[src/rtl/cpu_pkg.sv]
// Shared CPU front-end types: IF state encoding, reset PC and IF entry payload.
package cpu_pkg;

    localparam int unsigned XLEN      = 32;
    localparam int unsigned EXCCODE_W = 5;

    localparam logic [XLEN-1:0] RESET_PC_DEFAULT = 32'hBFBF_FFFC;

    typedef enum logic [1:0] {
        IF_EMPTY = 2'd0,
        IF_WAIT  = 2'd1,
        IF_READY = 2'd2
    } if_state_e;

    typedef struct packed {
        logic [XLEN-1:0]      pc;
        logic                 exception;
        logic [EXCCODE_W-1:0] exccode;
        logic                 tlb_refill;
    } if_entry_t;

endpackage

[src/rtl/if_fetch_stage_inst_buffer.sv]
// Single-entry instruction holding register with bypass of the live SRAM beat.
module if_inst_buffer
    import cpu_pkg::*;
(
    input  logic            clk,
    input  logic            reset,
    input  logic            we,
    input  logic [XLEN-1:0] wdata,
    input  logic            bypass,
    input  logic [XLEN-1:0] bypass_data,
    output logic [XLEN-1:0] inst
);

    logic [XLEN-1:0] buf_q;

    always_ff @(posedge clk or negedge reset) begin
        if (!reset) begin
            buf_q <= '0;
        end else if (we) begin
            buf_q <= wdata;
        end
    end

    assign inst = bypass ? bypass_data : buf_q;

endmodule

[src/rtl/if_fetch_stage.sv]
// IF stage: pre-IF->IF register, SRAM beat wait, squashed-beat drop, ID handshake.
// Optional build macro IF_PERF_CNT_EN adds wait-cycle and discard counters.
module if_fetch_stage
    import cpu_pkg::*;
#(
    parameter logic [XLEN-1:0] RESET_PC = RESET_PC_DEFAULT
) (
    input  logic                 clk,
    input  logic                 reset,
    input  logic                 inst_sram_data_ok,
    input  logic [XLEN-1:0]      inst_sram_rdata,
    input  logic                 leaving_pre_IF,
    input  logic [XLEN-1:0]      pc_pre_IF,
    input  logic                 exception_pre_IF,
    input  logic [EXCCODE_W-1:0] exccode_pre_IF,
    input  logic                 tlb_refill_pre_IF,
    input  logic                 discard_instruction,
    input  logic                 exception_like_now,
    output logic                 pre_IF_IF_reg_valid,
    output logic                 pre_IF_IF_reg_stall_wait_for_data,
    output logic                 IF_allow_in,
    input  logic                 ID_allow_in,
    output logic                 IF_ID_valid,
    output logic                 leaving_IF,
    output logic [XLEN-1:0]      curr_pc_IF,
    output logic [XLEN-1:0]      inst_IF,
    output logic                 exception_IF,
    output logic [EXCCODE_W-1:0] exccode_IF,
    output logic                 tlb_refill_IF
`ifdef IF_PERF_CNT_EN
    ,
    output logic [31:0]          perf_wait_cycles,
    output logic [31:0]          perf_discards
`endif
);

    if_state_e state_q;
    if_entry_t entry_q;

    logic beat_ok;
    logic in_wait;
    logic enter;
    logic capture;

    assign beat_ok = inst_sram_data_ok & ~discard_instruction;
    assign in_wait = (state_q == IF_WAIT);
    assign enter   = leaving_pre_IF & ~exception_like_now;
    // Beat arrives while ID stalls: park it in the buffer.
    assign capture = in_wait & beat_ok & ~leaving_IF;

    assign pre_IF_IF_reg_valid               = (state_q != IF_EMPTY);
    assign pre_IF_IF_reg_stall_wait_for_data = in_wait;
    assign IF_ID_valid = ~exception_like_now & ((state_q == IF_READY) | (in_wait & beat_ok));
    assign leaving_IF  = IF_ID_valid & ID_allow_in;
    assign IF_allow_in = (state_q == IF_EMPTY) | leaving_IF;

    assign curr_pc_IF    = entry_q.pc;
    assign exception_IF  = entry_q.exception;
    assign exccode_IF    = entry_q.exccode;
    assign tlb_refill_IF = entry_q.tlb_refill;

    // State and entry register; flush wins over entry, entry wins over drain.
    always_ff @(posedge clk or negedge reset) begin
        if (!reset) begin
            state_q            <= IF_EMPTY;
            entry_q.pc         <= RESET_PC;
            entry_q.exception  <= 1'b0;
            entry_q.exccode    <= '0;
            entry_q.tlb_refill <= 1'b0;
        end else begin
            if (enter) begin
                entry_q.pc         <= pc_pre_IF;
                entry_q.exception  <= exception_pre_IF;
                entry_q.exccode    <= exccode_pre_IF;
                entry_q.tlb_refill <= tlb_refill_pre_IF;
            end
            if (exception_like_now) begin
                state_q <= IF_EMPTY;
            end else if (enter) begin
                state_q <= exception_pre_IF ? IF_READY : IF_WAIT;
            end else begin
                case (state_q)
                    IF_WAIT:  if (beat_ok) state_q <= leaving_IF ? IF_EMPTY : IF_READY;
                    IF_READY: if (leaving_IF) state_q <= IF_EMPTY;
                    default:  state_q <= IF_EMPTY;
                endcase
            end
        end
    end

    // A new entry zeroes the buffer so exception entries present inst 0.
    if_inst_buffer u_inst_buffer (
        .clk         (clk),
        .reset       (reset),
        .we          (enter | capture),
        .wdata       (enter ? '0 : inst_sram_rdata),
        .bypass      (in_wait & beat_ok),
        .bypass_data (inst_sram_rdata),
        .inst        (inst_IF)
    );

`ifdef IF_PERF_CNT_EN
    always_ff @(posedge clk or negedge reset) begin
        if (!reset) begin
            perf_wait_cycles <= '0;
            perf_discards    <= '0;
        end else begin
            if (in_wait && !beat_ok && perf_wait_cycles != 32'hFFFF_FFFF) begin
                perf_wait_cycles <= perf_wait_cycles + 32'd1;
            end
            if (inst_sram_data_ok && discard_instruction && perf_discards != 32'hFFFF_FFFF) begin
                perf_discards <= perf_discards + 32'd1;
            end
        end
    end
`endif

endmodule

[config.mk]
export PLATFORM = sky130hd
export DESIGN_NAME = if_fetch_stage
export DESIGN_NICKNAME = d
export VERILOG_FILES = /design/src/rtl/cpu_pkg.sv /design/src/rtl/if_fetch_stage_inst_buffer.sv /design/src/rtl/if_fetch_stage.sv
export SDC_FILE = /design/constraint.sdc
export NUM_CORES = 1
export LEC_CHECK = 0
export BUFFER_PORTS_ARGS = -buffer_cell sky130_fd_sc_hd__buf_2
export CAP_MARGIN = 20
export CORE_AREA = 5 5 100 102
export DETAILED_ROUTE_END_ITERATION = 7
export DIE_AREA = 0 0 105 107
export GPL_TIMING_DRIVEN = 0
export PLACE_DENSITY = 0.79
export SYNTH_ARGS = -nofsm -noshare
export SYNTH_HDL_FRONTEND = slang
export SYNTH_HIERARCHICAL = 1
export SYNTH_SLANG_ARGS = --single-unit
[constraint.sdc]
create_clock -name clk -period 2.53 [get_ports clk]
set_input_delay 0.1265 -clock clk [delete_from_list [all_inputs] [get_ports clk]]
set_output_delay 0.1265 -clock clk [all_outputs]
set_load 0.005 [all_outputs]
-- Word-level counts from Yosys, hierarchy flattened
Index checks and enable logic that the tools add are counted.
- logic and storage cells: 34
- flip-flop bits (word level): 73
- input bits: 78
- equality and inequality tests: 4
- reduce and logical (&&, ||, !) cells: 3
- bitwise logic cells: 12
- multiplexer cells: 9
- operator list (kind ; number):
    32-bit two-way mux ; 2
    2-bit two-way mux ; 6
    1-bit AND ; 6
    4-bit by 3-bit inequality test with 1-bit output (second input constant) ; 1
    4-bit inequality test (second input constant) ; 1
    2-bit one-hot mux with 2 select lines ; 1
    1-bit inverter ; 3
    1-bit OR ; 3
    2-bit by 1-bit equality test with 1-bit output (second input constant) ; 1
    2-bit equality test (second input constant) ; 1
    2-bit logical NOT ; 1
    2-bit AND reduction ; 1
    2-bit nonzero test ; 1

-- Logic depth before layout (Yosys ltp)
- word-level depth: 11
- depth in mapped cells: 7

-- By module
The synthesis kept the hierarchy.
- modules (own cells, without submodules) (module ; area an instance (sq um) ; seq. area each (sq um) ; cells an instance ; times used):
    if_fetch_stage ; 2025.7 ; 1061.0 ; 137 ; 1
    if_inst_buffer ; 1889.3 ; 800.8 ; 104 ; 1

-- Worst setup path before layout
OpenSTA, ideal clock, no wires.
- kind: register to register
- from: register state_q[1]
- to: register u_inst_buffer.buf_q[0]
- stages on the path, launching flop included: 6
- arrival: 1.363 ns
- required time: 2.405 ns
- period minus slack after synthesis: 1.488 ns
- path buffers: 2
- slack: 1.042 ns
- cells stage by stage: dfrtp_1 > and4bb_4 > a21o_1 > buf_6 > buf_12 > mux2_4
- word-level cells in the longest chain between the ends: 8
- elaborated cells between the ends (all ways): 9
- RTL lines (item ; RTL line ; text):
    from (decl) ; if_fetch_stage.sv:37 ; if_state_e state_q;
    from (signal assigned) ; if_fetch_stage.sv:80 ; state_q <= exception_pre_IF ? IF_READY : IF_WAIT;
    from (signal assigned) ; if_fetch_stage.sv:83 ; IF_WAIT: if (beat_ok) state_q <= leaving_IF ? IF_EMPTY : IF_READY;
    2-bit by 1-bit equality test with 1-bit output ; if_fetch_stage.sv:46 ; assign in_wait = (state_q == IF_WAIT);
    1-bit AND ; if_fetch_stage.sv:49, if_fetch_stage.sv:53 ;
    1-bit OR ; if_fetch_stage.sv:53 ; assign IF_ID_valid = ~exception_like_now & ((state_q == IF_READY) | (in_wait & beat_ok));
    1-bit AND ; if_fetch_stage.sv:53 ;
    1-bit AND ; if_fetch_stage.sv:54 ; assign leaving_IF = IF_ID_valid & ID_allow_in;
    1-bit inverter ; if_fetch_stage.sv:49 ; assign capture = in_wait & beat_ok & ~leaving_IF;
    1-bit AND (*) ; if_fetch_stage.sv:49 ;
    1-bit OR (*) ; if_fetch_stage.sv:95 ; .we (enter | capture),
    to (signal assigned) ; if_fetch_stage_inst_buffer.sv:20 ; buf_q <= wdata;
    to (decl) ; if_fetch_stage_inst_buffer.sv:14 ; logic [XLEN-1:0] buf_q;
Every way passes the cells marked *; elsewhere a longest branch is shown, timed or not.
A chain may end at the register's enable or synchronous reset.

-- Final worst setup path
- from: register state_q[1]
- to: output inst_IF[16]
- word-level cells in the longest chain between the ends: 3
- RTL lines (item ; RTL line ; text):
    2-bit by 1-bit equality test with 1-bit output ; if_fetch_stage.sv:46 ;
    1-bit AND ; if_fetch_stage.sv:97 ; .bypass (in_wait & beat_ok),
    32-bit two-way mux ; if_fetch_stage_inst_buffer.sv:24 ; assign inst = bypass ? bypass_data : buf_q;
    to (decl) ; if_fetch_stage.sv:26 ; output logic [XLEN-1:0] inst_IF,
Every way passes these cells.

==> flow_summary.ini <==
[worst_setup_path]
critPathMaxFanout = 10
cpMaxStageDelayCell = dfrtp_1
path_cells = and4bb_4 -> buf_6 -> buf_12 -> mux2_4 -> buf_2
cpLargestDelayFamily = buffers and inverters
cpPeakStageDelay_ns = 0.41
critPathBufInv = 3
end_kind = output port
arrival_ns = 1.86
cp-start-kind = flop
path_class = flop to output port
required_ns = 2.40

[sta]
setup_tns_ns = 0
hold_viol_final = 0
rsz0062_at_grt = false
setup_viol = 0
period_minus_slack_ns = 1.99
max_slew_margin_pct = 75.5
drv_slew = 0
fmax_mhz = 502
skew_ns = 0.00476
tightest_slew_ns = 0.367
min_period_over_period_pct = 78.7

[clock_tree]
clk_pin_slew_ns = 0.09
root_buffer = clkbuf_8
cts_buffer_depth = 2
h-tree-depth = 3
cts_tree = built
clk_latency_ns = 0.35
numCtsBuffers = 9
clock_sinks = 73

[placed_design]
gp_congestion = 0.749
portBuffers = 153
hpwl_um = 6320
placed_area_sq_um = 4850
placedCellCount = 506

[synth]
yosys.area.top_type_share_pct = 37.2
syn-cell-area_sq_um = 3920
yosys_warnings = 6
ys_top_cells_by_area = mux2_4, dfrtp_1, dfstp_2
synth_top_area_cell = mux2_4
netlist_instances = 241
syn_nets = 319
synth.distinct_cells = 19
ys_seq_elements = 73
synth.yosys.seq_area_share_pct = 47.6
synth.avg_cell_area_sq_um = 16.2

[drt]
remaining_drc_errors = 0
ant_nets = 0
first_pass_iters = 4
met1_length_um = 3660
vias_per_cell = 4.77
wl_met3_um = 616
wl_per_cell_um = 16.5
num_vias = 2671
drt_wl_total_um = 9220
wl_met2_um = 4780
drt_iter0_markers = 88
routed.top_layer = met4

[grt]
overflow = 0
grt_pass1_vias = 2994
antenna_found_initial = 0
grt_max_degree = 74
gr-usage-all-layers_pct = 16.4
grt_pass1_wl_um = 14900

[pwr]
power_density_nw_per_um2 = 631
power.switching_mw = 0.880
power.internal_mw = 2.56
seqPwrFrac_pct = 43.5
peakVddDrop_uv = 326
p_leak_nw = 2.72
swShare_pct = 25.6
pwr-share-comb_pct = 26.1
pwr-share-clk_pct = 30.3
fin_total_pwr_mw = 3.44

[die]
coreArea_sq_um = 9020
row_count = 35
start_util_pct = 43.4
io_pins = 154
die_x_um = 105
die_h_um = 107
die_area_sq_um = 11200

[worst_hold_path]
hold_class = input port to flop

[finish]
antenna_cells = 0
drive_above_1_share_pct = 71.3
post-route-util_pct = 60.5
num-nets-final = 522
final_cells = 560
area_delta_synth_final_pct = 39.4
stdcell_area_sq_um = 5460

[flow_run]
max_cap_violations = 0

[run_status]
status = finished, final reports clean
cells in the mapped netlist:
cell       instances
buf_6              6
nor2_8             1
a21o_1             1
buf_2              3
inv_2              1
buf_12             6
nor2b_1           35
dfrtp_1           45
mux2_4            97
or2_2              1
nand2b_1           2
dfstp_2           28
mux2_2             6
nor2_1             4
nor3_1             1
a31oi_1            1
a2111oi_1          1
and4bb_4           1
o21ai_0            1
worst paths after layout:
path | startpoint | cells after the start | slack [ns] | endpoint
max reg2reg | state_q[1]$_DFFE_PN0P_ | 5 | 0.90 | u_inst_buffer/buf_q[27]$_DFFE_PN0P_
min | exccode_pre_IF[4] | 2 | 0.02 | exccode_IF[4]$_DFFE_PN0P_
min reg2reg | u_inst_buffer/buf_q[21]$_DFFE_PN0P_ | 1 | 0.52 | u_inst_buffer/buf_q[21]$_DFFE_PN0P_
min in group asynchronous | reset | 3 | 0.32 | u_inst_buffer/buf_q[8]$_DFFE_PN0P_
max | state_q[1]$_DFFE_PN0P_ | 5 | 0.54 | inst_IF[16]
max in group asynchronous | reset | 3 | 1.87 | curr_pc_IF[4]$_DFFE_PN1P_
cell families after synthesis:
logic type | synth area share (%)
AOI/OAI and AO/OA | 0.735
buffers and inverters | 5.27
muxes | 38.9
DFF | 47.6
and+or+nand+nor | 7.51
power by group through the flow:
stage | clock (mW) | combinational (mW) | sequential [mW]
2_1_floorplan | 0 | 0.515 | 1.50
3_3_place_gp | 0 | 0.839 | 1.50
3_5_place_dp | 0 | 0.863 | 1.51
5_1_grt | 1.12 | 0.971 | 1.52
6_report | 1.04 | 0.900 | 1.50
4_1_cts | 1.08 | 0.912 | 1.50
cells in the final DEF, fill, tap and decap left out, types with 4 or more instances in the layout:
| cell type | n |
|---|---|
| buf_12 | 6 |
| buf_2 | 155 |
| buf_6 | 6 |
| clkbuf_8 | 9 |
| dfrtp_1 | 45 |
| dfstp_2 | 28 |
| dlygate4sd3_1 | 38 |
| mux2_2 | 6 |
| mux2_4 | 97 |
| nor2_1 | 4 |
| nor2b_1 | 35 |
flip-flops by register name (all words and copies together) (netlist names):
register and count:
curr_pc_IF 32, tlb_refill_IF 1, u_inst_buffer/buf_q 32, state_q 2, exccode_IF 5, exception_IF 1
through the flow:
stage / hold WS, ns / worst slack [ns]
3_5_place_dp: 0.167 / 0.813
4_1_cts: 0.00172 / 0.518
5_1_grt: 0.000274 / 0.473
6_report: 0.0163 / 0.539
3_3_place_gp: 0.339 / 0.838
2_1_floorplan: -0.169 / 1.04
final cells by class:
class | instances | area, sq um
Fill cell | 708 | 3560
Sequential cell | 73 | 1860
Multi-Input combinational cell | 152 | 1850
Timing Repair Buffer | 192 | 1180
Buffer | 15 | 203
Tap cell | 111 | 139
Clock buffer | 9 | 124
Clock inverter | 7 | 103
Inverter | 1 | 3.75
layer usage:
metal  up-vias  GRT usage [%]
met5         -              0
met4         0           5.21
met3        16           5.66
met2        91           28.1
met1      1327           19.4
li1       1237              -
timing repair:
item                                   CTS  global route
setup buffers                            0             0
endpoints found under the hold margin   81             1
hold buffers                            37             1
resized for setup                        0             0
No activity file was read; power rests on OpenSTA's default activity.
